**src/rtl/bp_fe_pkg.sv**
```systemverilog
// Shared FE pc_gen types. The source enum is also decoded by the pc_gen
// tracer, so its encoding must not change.
package bp_fe_pkg;

    typedef enum logic [2:0] {
        e_pc_src_undefined            = 3'd0,
        e_pc_src_redirect             = 3'd1,
        e_pc_src_override_ras         = 3'd2,
        e_pc_src_override_branch      = 3'd3,
        e_pc_src_btb_taken_branch     = 3'd4,
        e_pc_src_last_fetch_plus_four = 3'd5
    } bp_fe_pc_gen_src_e;

    typedef enum logic [1:0] {
        e_run    = 2'd0,
        e_wait   = 2'd1,
        e_resume = 2'd2
    } bp_fe_ctrl_state_e;

endpackage

```
**src/rtl/bp_fe_pc_gen_src_sel.sv**
```systemverilog
// Combinational next-PC priority mux: picks the fetch PC, its source code
// and the IF1/IF2 kill signals from the controller state and candidates.
module bp_fe_pc_gen_src_sel
    import bp_fe_pkg::*;
#(
    parameter int vaddr_width_p = 39
) (
    input  bp_fe_ctrl_state_e          state_i,
    input  logic                       redirect_v_i,
    input  logic [vaddr_width_p-1:0]   redirect_pc_i,
    input  logic                       hold_v_i,
    input  logic [vaddr_width_p-1:0]   hold_pc_i,
    input  bp_fe_pc_gen_src_e          hold_src_i,
    input  logic                       ras_v_i,
    input  logic [vaddr_width_p-1:0]   ras_pc_i,
    input  logic                       br_ovr_v_i,
    input  logic [vaddr_width_p-1:0]   br_ovr_pc_i,
    input  logic                       btb_taken_v_i,
    input  logic [vaddr_width_p-1:0]   btb_pc_i,
    input  logic [vaddr_width_p-1:0]   last_pc_i,
    input  logic [vaddr_width_p-1:0]   replay_pc_i,
    input  logic                       if2_event_i,
    output logic [vaddr_width_p-1:0]   next_pc_o,
    output bp_fe_pc_gen_src_e          src_o,
    output logic                       next_pc_v_o,
    output logic                       poison_if1_o,
    output logic                       poison_if2_o
);

    localparam logic [vaddr_width_p-1:0] pc_step_lp = {{(vaddr_width_p-3){1'b0}}, 3'b100};

    // Priority selection; a held (not yet accepted) PC re-issues with its
    // original source and kills, and an IF2 event suppresses any fetch.
    always_comb begin
        next_pc_o    = replay_pc_i;
        src_o        = e_pc_src_undefined;
        next_pc_v_o  = 1'b0;
        poison_if1_o = 1'b0;
        poison_if2_o = 1'b0;
        if (redirect_v_i) begin
            next_pc_o    = redirect_pc_i;
            src_o        = e_pc_src_redirect;
            next_pc_v_o  = 1'b1;
            poison_if1_o = 1'b1;
            poison_if2_o = 1'b1;
        end else begin
            case (state_i)
                e_run: begin
                    if (if2_event_i) begin
                        poison_if1_o = 1'b1;
                        poison_if2_o = 1'b1;
                    end else begin
                        next_pc_v_o = 1'b1;
                        if (hold_v_i) begin
                            next_pc_o    = hold_pc_i;
                            src_o        = hold_src_i;
                            poison_if1_o = (hold_src_i == e_pc_src_redirect)
                                         | (hold_src_i == e_pc_src_override_ras)
                                         | (hold_src_i == e_pc_src_override_branch);
                            poison_if2_o = (hold_src_i == e_pc_src_redirect);
                        end else if (ras_v_i) begin
                            next_pc_o    = ras_pc_i;
                            src_o        = e_pc_src_override_ras;
                            poison_if1_o = 1'b1;
                        end else if (br_ovr_v_i) begin
                            next_pc_o    = br_ovr_pc_i;
                            src_o        = e_pc_src_override_branch;
                            poison_if1_o = 1'b1;
                        end else if (btb_taken_v_i) begin
                            next_pc_o    = btb_pc_i;
                            src_o        = e_pc_src_btb_taken_branch;
                        end else begin
                            next_pc_o    = last_pc_i + pc_step_lp;
                            src_o        = e_pc_src_last_fetch_plus_four;
                        end
                    end
                end
                e_resume: begin
                    src_o       = e_pc_src_redirect;
                    next_pc_v_o = 1'b1;
                end
                e_wait: begin
                    src_o       = e_pc_src_undefined;
                end
                default: begin
                    src_o       = e_pc_src_undefined;
                end
            endcase
        end
    end

endmodule

```
**src/rtl/bp_fe_pc_gen_ctrl.sv**
```systemverilog
// FE pc_gen controller: run/wait/resume sequencing around IF2 events,
// replay PC capture, wait-cycle counter and next-PC source selection.
module bp_fe_pc_gen_ctrl
    import bp_fe_pkg::*;
#(
    parameter int vaddr_width_p     = 39,
    parameter int stall_cnt_width_p = 16
) (
    input  logic                          clk_i,
    input  logic                          reset_li,
    input  logic                          redirect_v_i,
    input  logic [vaddr_width_p-1:0]      redirect_pc_i,
    input  logic                          ras_v_i,
    input  logic [vaddr_width_p-1:0]      ras_pc_i,
    input  logic                          br_ovr_v_i,
    input  logic [vaddr_width_p-1:0]      br_ovr_pc_i,
    input  logic                          btb_taken_v_i,
    input  logic [vaddr_width_p-1:0]      btb_pc_i,
    input  logic                          fetch_ready_i,
    input  logic                          if2_v_i,
    input  logic [vaddr_width_p-1:0]      if2_pc_i,
    input  logic                          icache_miss_i,
    input  logic                          itlb_miss_i,
    input  logic                          fault_i,
    input  logic                          queue_full_i,
    input  logic                          resume_i,
    output logic [vaddr_width_p-1:0]      next_pc_o,
    output logic                          next_pc_v_o,
    output logic [2:0]                    pc_src_o,
    output logic                          poison_if1_o,
    output logic                          poison_if2_o,
    output logic [1:0]                    state_o,
    output logic [stall_cnt_width_p-1:0]  stall_cnt_o
);

    bp_fe_ctrl_state_e               state_q, state_d;
    logic [vaddr_width_p-1:0]        last_pc_q, last_pc_d;
    logic [vaddr_width_p-1:0]        replay_pc_q, replay_pc_d;
    logic [stall_cnt_width_p-1:0]    stall_cnt_q, stall_cnt_d;
    logic                            fault_q, fault_d;
    logic                            hold_v_q, hold_v_d;
    logic [vaddr_width_p-1:0]        hold_pc_q, hold_pc_d;
    bp_fe_pc_gen_src_e               hold_src_q, hold_src_d;

    logic                            if2_event_s;
    logic [vaddr_width_p-1:0]        sel_pc_s;
    bp_fe_pc_gen_src_e               sel_src_s;
    logic                            sel_v_s;
    logic                            sel_p1_s;
    logic                            sel_p2_s;

    assign if2_event_s = if2_v_i & (icache_miss_i | itlb_miss_i | fault_i | queue_full_i);

    bp_fe_pc_gen_src_sel #(
        .vaddr_width_p (vaddr_width_p)
    ) src_sel (
        .state_i       (state_q),
        .redirect_v_i  (redirect_v_i),
        .redirect_pc_i (redirect_pc_i),
        .hold_v_i      (hold_v_q),
        .hold_pc_i     (hold_pc_q),
        .hold_src_i    (hold_src_q),
        .ras_v_i       (ras_v_i),
        .ras_pc_i      (ras_pc_i),
        .br_ovr_v_i    (br_ovr_v_i),
        .br_ovr_pc_i   (br_ovr_pc_i),
        .btb_taken_v_i (btb_taken_v_i),
        .btb_pc_i      (btb_pc_i),
        .last_pc_i     (last_pc_q),
        .replay_pc_i   (replay_pc_q),
        .if2_event_i   (if2_event_s),
        .next_pc_o     (sel_pc_s),
        .src_o         (sel_src_s),
        .next_pc_v_o   (sel_v_s),
        .poison_if1_o  (sel_p1_s),
        .poison_if2_o  (sel_p2_s)
    );

    // Output drive; forced to idle values while reset is asserted.
    always_comb begin
        if (!reset_li) begin
            next_pc_o    = {vaddr_width_p{1'b0}};
            next_pc_v_o  = 1'b0;
            pc_src_o     = e_pc_src_undefined;
            poison_if1_o = 1'b0;
            poison_if2_o = 1'b0;
        end else begin
            next_pc_o    = sel_pc_s;
            next_pc_v_o  = sel_v_s;
            pc_src_o     = sel_src_s;
            poison_if1_o = sel_p1_s;
            poison_if2_o = sel_p2_s;
        end
    end

    assign state_o     = state_q;
    assign stall_cnt_o = stall_cnt_q;

    // Next-state, replay capture, wait counter and held-PC tracking.
    always_comb begin
        state_d     = state_q;
        replay_pc_d = replay_pc_q;
        fault_d     = fault_q;
        stall_cnt_d = stall_cnt_q;
        if (sel_v_s & fetch_ready_i) begin
            last_pc_d = sel_pc_s;
        end else begin
            last_pc_d = last_pc_q;
        end
        case (state_q)
            e_run: begin
                if (redirect_v_i) begin
                    state_d = e_run;
                end else if (if2_event_s) begin
                    state_d     = e_wait;
                    replay_pc_d = if2_pc_i;
                    fault_d     = fault_i;
                    stall_cnt_d = {stall_cnt_width_p{1'b0}};
                end else begin
                    state_d = e_run;
                end
            end
            e_wait: begin
                if (&stall_cnt_q) begin
                    stall_cnt_d = stall_cnt_q;
                end else begin
                    stall_cnt_d = stall_cnt_q + {{(stall_cnt_width_p-1){1'b0}}, 1'b1};
                end
                if (redirect_v_i) begin
                    state_d = e_run;
                end else if (resume_i & ~fault_q) begin
                    state_d = e_resume;
                end else begin
                    state_d = e_wait;
                end
            end
            e_resume: begin
                if (redirect_v_i | fetch_ready_i) begin
                    state_d = e_run;
                end else begin
                    state_d = e_resume;
                end
            end
            default: begin
                state_d = e_wait;
            end
        endcase
        // A valid PC that IF0 did not take is re-presented next cycle in run.
        hold_v_d   = sel_v_s & ~fetch_ready_i & (state_d == e_run);
        hold_pc_d  = sel_pc_s;
        hold_src_d = sel_src_s;
    end

    // Controller state registers with asynchronous active-low reset.
    always_ff @(posedge clk_i or negedge reset_li) begin
        if (!reset_li) begin
            state_q     <= e_wait;
            last_pc_q   <= {vaddr_width_p{1'b0}};
            replay_pc_q <= {vaddr_width_p{1'b0}};
            stall_cnt_q <= {stall_cnt_width_p{1'b0}};
            fault_q     <= 1'b0;
            hold_v_q    <= 1'b0;
            hold_pc_q   <= {vaddr_width_p{1'b0}};
            hold_src_q  <= e_pc_src_undefined;
        end else begin
            state_q     <= state_d;
            last_pc_q   <= last_pc_d;
            replay_pc_q <= replay_pc_d;
            stall_cnt_q <= stall_cnt_d;
            fault_q     <= fault_d;
            hold_v_q    <= hold_v_d;
            hold_pc_q   <= hold_pc_d;
            hold_src_q  <= hold_src_d;
        end
    end

endmodule
```
**config.mk**
```make
export PLATFORM = sky130hd
export DESIGN_NAME = bp_fe_pc_gen_ctrl
export DESIGN_NICKNAME = d
export VERILOG_FILES = /design/src/rtl/bp_fe_pkg.sv /design/src/rtl/bp_fe_pc_gen_src_sel.sv /design/src/rtl/bp_fe_pc_gen_ctrl.sv
export SDC_FILE = /design/constraint.sdc
export NUM_CORES = 1
export LEC_CHECK = 0
export CAP_MARGIN = 5
export CORE_UTILIZATION = 45
export DETAILED_ROUTE_END_ITERATION = 6
export PLACE_DENSITY = 0.74
export SETUP_SLACK_MARGIN = 0.02
export SLEW_MARGIN = 0
export SYNTH_ARGS = -nofsm -noshare
export SYNTH_HDL_FRONTEND = slang
export SYNTH_SLANG_ARGS = --single-unit
export TNS_END_PERCENT = 100
```
**constraint.sdc**
```tcl
create_clock -name clk_i -period 4.8 [get_ports clk_i]
set_input_delay 1.2 -clock clk_i [delete_from_list [all_inputs] [get_ports clk_i]]
set_output_delay 1.2 -clock clk_i [all_outputs]
set_load 0.01 [all_outputs]
```
==> flow_metrics.tcl, run 1 <==
set metrics [dict create \
    max_clock_freq_mhz 215 \
    final_cell_count_no_fill 1721 \
    drt_pre_antenna_iters 5 \
    io-pin-count 271 \
    post-place-cells 1663 \
    multiInputGateArea_um2 5200 \
    die_h_um 143 \
    hold_viol 0 \
    fin_worst_hold_slack_ns 0.470 \
    synth_enable_flop_cells 0 \
    timing.critical_path.required_ns 3.60 \
    clock_path_buffers 2 \
    max_cap_viol_count 0 \
    post-route-drc-count 0 \
    synth_cell_types 76 \
    setup_slack_ns 0.149 \
    timing.slew.headroom 0.288 \
    post_syn_nets 1301 \
    total_negative_slack_for_setup_checks_ns 0 \
    setup_viol 0 \
    worst_setup_hold_path_clk_slew_ns 0.07 \
    final.min_clock_period_ns 4.65 \
    detailedPlacementHpwl_um 26600 \
    synth.yosys.warnings 0 \
    worstPathArrival_ns 3.45 \
    worstMarginPinSlew_ns 1.06 \
    layout_commonest_cell "clkdlybuf4s50_1" \
    port_buf_inserts 270 \
    root_buffer "clkbuf_16" \
    number_of_global_route_vias_before_repair 9849 \
    mostFrequentLayoutCells "223 x clkdlybuf4s50_1, 188 x nand2_1, 138 x dfrtp_1" \
    wl_per_cell_um 21.2 \
    detailedPlace.worstSlack_ns -0.356 \
    timing.critical_path.from_type "primary input" \
    netlist_area_um2 8980 \
    postRouteWirelength_um 36500 \
    timing.reg2reg.worst_path_depth 14 \
    synth.yosys.seq_area_share 0.390 \
    global_route_usage_sum 0.355 \
    layout.nets 1652 \
    fillCellCount 1650 \
    grt_setup_unrepaired "no" \
    total_leakage_power_nw 5.88 \
    groute.layer.met1.usage 0.487 \
    cts-htree-levels 4 \
    clkSinkCount 140 \
    area.growth.synth_to_final_pct 51.3 \
    clk-insertion-delay-late_ns 0.44 \
    drv_slew 0 \
    min_to "fault_q" \
    worst_hold_path.num_cells 2 \
    power-per-cell-area_nw_per_um2 324 \
    number_of_vias_per_cell 6.00 \
    core_region_area_um2 19500 \
    post-route-period-util 0.969 \
    detail-route-antenna-nets 0 \
    globalplace.congestion 0.982 \
    top_usage_layer "met2" \
    primary_flip_flop_cell_chosen_by_synthesis_mapping "dfrtp_1" \
    sequential_cell_area_um2 3510 \
    ys_async_sr_fraction 1.00 \
    worst_hold_startpoint "fault_q" \
    die_width_um 143 \
    initial_detailed_routing_violation_count 1147 \
    critical_path_peak_fanout 8 \
    grtUsageMet3 0.0693 \
    min-delay-path-class "reg -> reg" \
    vias 10300 \
    design_power_total_mw 4.40 \
    critical_path.endpoint_type "output port" \
    ir_drop_mv 0.270 \
    synth_area_per_cell_um2 8.23 \
    ff2ff_setup_slack_ns 1.76 \
    proportion_of_layout_cells_with_a_drive_suffix_above_1 0.165 \
    initial_antenna_violation_count 1 \
    initial_core_utilization 0.460 \
    critical_path_class "in -> out" \
    fp-row-count 51 \
    timing.clock.skew_ns 0.0108 \
    syn_inst 1091 \
    ys_seq_elements 140 \
    worst_r2r_endpoint "last_pc_q[24]" \
    grt_first_pass_wirelength_um 54700 \
    groute.layer.met2.usage 0.548 \
    die_area_um2 20500 \
    run_status "completed" \
    grt_start_max_net_pins 144 \
    number_of_clock_buffers_inserted_by_tritoncts 17 \
    critical_path.reg2reg.startpoint "last_pc_q[2]" \
    grt-ovfl-total 0 \
    tritoncts "done" \
]
## report_power, final
group / internal (mW) / switching [mW] / total, mW
combinational: 0.701 / 0.684 / 1.38
clock: 0.783 / 0.584 / 1.37
sequential: 1.40 / 0.245 / 1.65
total: 2.89 / 1.51 / 4.40
## critical path, stage by stage
cell	delay, ns
clkdlybuf4s50_1	0.50
o41ai_2	0.08
buf_4	0.16
nand2_4	0.09
buf_12	0.14
buf_4	0.18
a221oi_4	0.08
a2111o_1	0.43
a31oi_2	0.19
and2_1	0.14
dlygate4sd2_1	0.27
## layout make-up
type,instances,share of cell area
clock inverters,15,0.0129
multi-input cells,845,0.383
clock buffers,17,0.0313
well taps,265,0.0244
repair buffers,409,0.283
inverters,29,0.00801
flip-flops and latches,140,0.258
diodes,1,0.000184
## state kept, by name, summed over array words and instances (netlist names)
name and count:
fault_q 1, hold_v_q 1, hold_src_q 3, stall_cnt_o 16, last_pc_q 39, replay_pc_q 39
hold_pc_q 39, state_o 2
## worst max-delay path by stage
stage | cells past startpoint | start | slack (ns) | endpoint
after floorplan | 8 | itlb_miss_i | 0.49 | next_pc_o[14]
after global routing | 11 | if2_v_i | 0.04 | next_pc_o[27]
after CTS | 9 | btb_taken_v_i | 0.03 | next_pc_o[18]
final | 11 | if2_v_i | 0.15 | next_pc_o[27]
after global placement | 9 | itlb_miss_i | -0.33 | next_pc_o[10]
after detailed placement | 9 | itlb_miss_i | -0.36 | next_pc_o[10]
## metal layers
| metal | share of wire | vias to the layer above |
|---|---|---|
| li1 | - | 4688 |
| met1 | 0.41 | 4884 |
| met2 | 0.45 | 645 |
| met3 | 0.11 | 107 |
| met4 | 0.038 | 0 |
| met5 | 0 | - |
## cells by family after synthesis
group | synth area share
AOI/OAI and AO/OA | 0.241
xor gates and xnor gates | 0.0292
adders and majority gates | 0.00279
buffers and inverters | 0.0454
DFF | 0.390
muxes | 0.0366
and+or+nand+nor | 0.255
## synthesized netlist by cell type, types with 11 or more instances
cell / n / area [um^2]
a211oi_1: 13 / 97.6
a21oi_1: 78 / 390
a221oi_1: 15 / 131
a22oi_1: 11 / 82.6
a31oi_1: 11 / 68.8
and2_1: 35 / 219
and4_1: 11 / 96.3
clkbuf_1: 64 / 240
dfrtp_1: 139 / 3480
inv_1: 28 / 105
mux2_2: 23 / 259
nand2_1: 189 / 709
nand2b_1: 25 / 156
nand3_1: 31 / 155
nand4_1: 17 / 106
nor2_1: 72 / 270
nor3_1: 21 / 105
nor4_1: 11 / 68.8
o211ai_1: 13 / 97.6
o21a_1: 11 / 82.6
o21ai_0: 58 / 290
o221ai_1: 13 / 114
o22ai_1: 15 / 93.8
o31ai_1: 13 / 97.6
or3_1: 11 / 68.8
or4_1: 11 / 82.6
xor2_1: 20 / 175
## stage by stage
step | util | cell area, um^2
after floorplan | - | 8980
after global placement | 0.650 | 12700
after detailed placement | 0.650 | 12700
after CTS | 0.692 | 13500
after global routing | 0.696 | 13600
final | 0.696 | 13600
## repair_timing
item,CTS,global route
pin swaps,11,5
gates resized for setup,66,16
setup buffers,22,2
gates cloned,0,1
hold buffers,0,0
endpoints found under the setup margin,39,35
(Power assumes the default switching activity.)
==> run 2: changes to the inputs <==
SETUP_SLACK_MARGIN = 0.15   (was 0.02)
==> run 2 against run 1 <==
  * Non-clock buffer count increased by 5
  * Global-route usage about the same
  * Clock-buffer cell count unchanged
  * First-iteration DRC count decreased by 2.8%
  * Core utilization increased by 0.60 points
  * Sequential share of layout area decreased by 0.21 points
  * Worst hold slack got worse by 0.0020 ns
  * Combinational power about the same
  * Clock power about the same
  * Via count increased by 0.56%
==> flow_metrics.tcl, run 2 (synthesis results as in run 1) <==
set metrics [dict create \
    run_status "completed" \
    clock_path_buffers 2 \
    placed_cell_area_um2 12700 \
    diodes 0 \
    area.growth.synth_to_final_pct 52.6 \
    clk-insertion-delay-late_ns 0.44 \
    initial_detailed_routing_violation_count 1115 \
    post_cts_hold_buffer_count 0 \
    fp-row-count 51 \
    combinationalPowerShare 0.318 \
    core_region_area_um2 19500 \
    worstPathArrival_ns 3.39 \
    post-route-util 0.702 \
    crit_end "next_pc_o[26]" \
    mostFrequentLayoutCells "222 x clkdlybuf4s50_1, 188 x nand2_1, 137 x dfrtp_1" \
    timing.reg2reg.worst_path_depth 15 \
    initial_antenna_violation_count 0 \
    drv_slew 0 \
    die_width_um 143 \
    clkSinkCount 140 \
    drt_pre_antenna_iters 6 \
    postRouteWirelength_um 36700 \
    detail-route-antenna-nets 0 \
    cts-htree-levels 4 \
    grt_first_pass_wirelength_um 54800 \
    worst_setup_hold_path_clk_slew_ns 0.07 \
    critical_path_class "in -> out" \
    setup_slack_ns 0.208 \
    layout.nets 1657 \
    total_leakage_power_nw 5.90 \
    number_of_vias_per_cell 6.02 \
    power.switching_fraction 0.345 \
    timing.critical_path.required_ns 3.60 \
    sequential_cell_area_um2 3510 \
    p_sw_mw 1.53 \
    initial_core_utilization 0.460 \
    io-pin-count 271 \
    grt_start_max_net_pins 144 \
    min-delay-path-class "reg -> reg" \
    detailedPlace.worstSlack_ns -0.356 \
    detailedPlacementHpwl_um 26600 \
    clkPwrFrac 0.309 \
    ff2ff_setup_slack_ns 1.79 \
    hold_viol 0 \
    max_cap_viol_count 0 \
    max_clock_freq_mhz 218 \
    number_of_global_route_vias_before_repair 9873 \
    reg.largest.list "hold_pc_q x39, last_pc_q x39, replay_pc_q x39" \
    number_of_clock_buffers_inserted_by_tritoncts 17 \
    die_area_um2 20500 \
    route.layer.met1.wl_um 15100 \
    grt-ovfl-total 0 \
    multiInputGateArea_um2 5270 \
    worstMarginPinSlew_ns 1.07 \
    port_buf_inserts 270 \
    global_route_usage_sum 0.355 \
    post-route-drc-count 0 \
    worst_r2r_endpoint "last_pc_q[24]" \
    timing.critical_path.from_type "primary input" \
    setup.worst_path.start "if2_v_i" \
    timing.slew.headroom 0.284 \
    intPower_mw 2.90 \
    highest-signal-layer "met4" \
    critical_path.reg2reg.startpoint "last_pc_q[3]" \
    worst_hold_path.num_cells 2 \
    layout.cell_area.non_filler_um2 13700 \
    routed-wl-met2_um 16400 \
    setup_viol 0 \
    post-route-period-util 0.957 \
    layout_commonest_cell "clkdlybuf4s50_1" \
    root_buffer "clkbuf_16" \
    globalplace.congestion 0.982 \
    route.met3.wl_um 3690 \
    critical_path_peak_fanout 6 \
    ir_drop_mv 0.269 \
    timing.clock.skew_ns 0.0115 \
    seq_power_share 0.373 \
    wl_per_cell_um 21.3 \
    power-per-cell-area_nw_per_um2 323 \
    critical_path.endpoint_type "output port" \
    final.min_clock_period_ns 4.59 \
    proportion_of_layout_cells_with_a_drive_suffix_above_1 0.182 \
    grt_setup_unrepaired "yes" \
    tritoncts "done" \
    die_h_um 143 \
    fillCellCount 1625 \
    vias 10400 \
]
==> run 2: routing by layer <==
layer | GRT usage | vias up
li1 | - | 4712
met5 | 0 | -
met4 | 0.154 | 0
met3 | 0.0683 | 111
met2 | 0.544 | 624
met1 | 0.490 | 4935
==> run 2: power groups by stage <==
stage / logic (mW) / clock network (mW) / registers [mW]
floorplan: 0.664 / 0 / 1.57
global placement: 1.29 / 0 / 1.64
detailed placement: 1.30 / 0 / 1.65
CTS: 1.36 / 1.37 / 1.64
global route: 1.51 / 1.42 / 1.68
finish: 1.41 / 1.37 / 1.65
==> run 2: critical path: stages <==
cell	delay, ns
clkdlybuf4s50_1	0.50
o41a_1	0.27
buf_4	0.18
nor2_1	0.05
buf_4	0.15
buf_12	0.13
buf_4	0.15
a221o_1	0.31
and3_1	0.17
dlygate4sd2_1	0.28
==> run 2: how the worst min path moves through the flow <==
stage | startpoint | endpoint | slack [ns]
2_1_floorplan | fault_q | fault_q | 0.44
3_3_place_gp | fault_q | fault_q | 0.45
3_5_place_dp | fault_q | fault_q | 0.46
4_1_cts | fault_q | fault_q | 0.47
5_1_grt | replay_pc_q[33] | replay_pc_q[33] | 0.51
6_report | fault_q | fault_q | 0.47
==> run 2: repair_timing <==
item,4_1_cts,5_1_grt
gates cloned,0,1
endpoints found under the setup margin,42,37
setup buffers,21,8
gates resized for setup,90,28
endpoints found under the hold margin,0,0
pin swaps,16,9
==> run 2: cell type report <==
class                           count  share of cell area
Inverter                           29             0.00794
Timing Repair Buffer              414               0.284
Clock inverter                     15              0.0128
Clock buffer                       17              0.0310
Tap cell                          265              0.0242
Sequential cell                   140               0.256
Multi-Input combinational cell    845               0.385
==> run 2: per-stage QoR <==
step | TNS (ns) | power, mW | hold slack [ns] | cells
floorplan | 0 | 2.24 | 0.437 | 1091
global placement | -5.23 | 2.93 | 0.449 | 1663
detailed placement | -6.17 | 2.95 | 0.457 | 1663
CTS | 0 | 4.37 | 0.473 | 1716
global route | 0 | 4.61 | 0.506 | 1725
finish | 0 | 4.43 | 0.468 | 1725
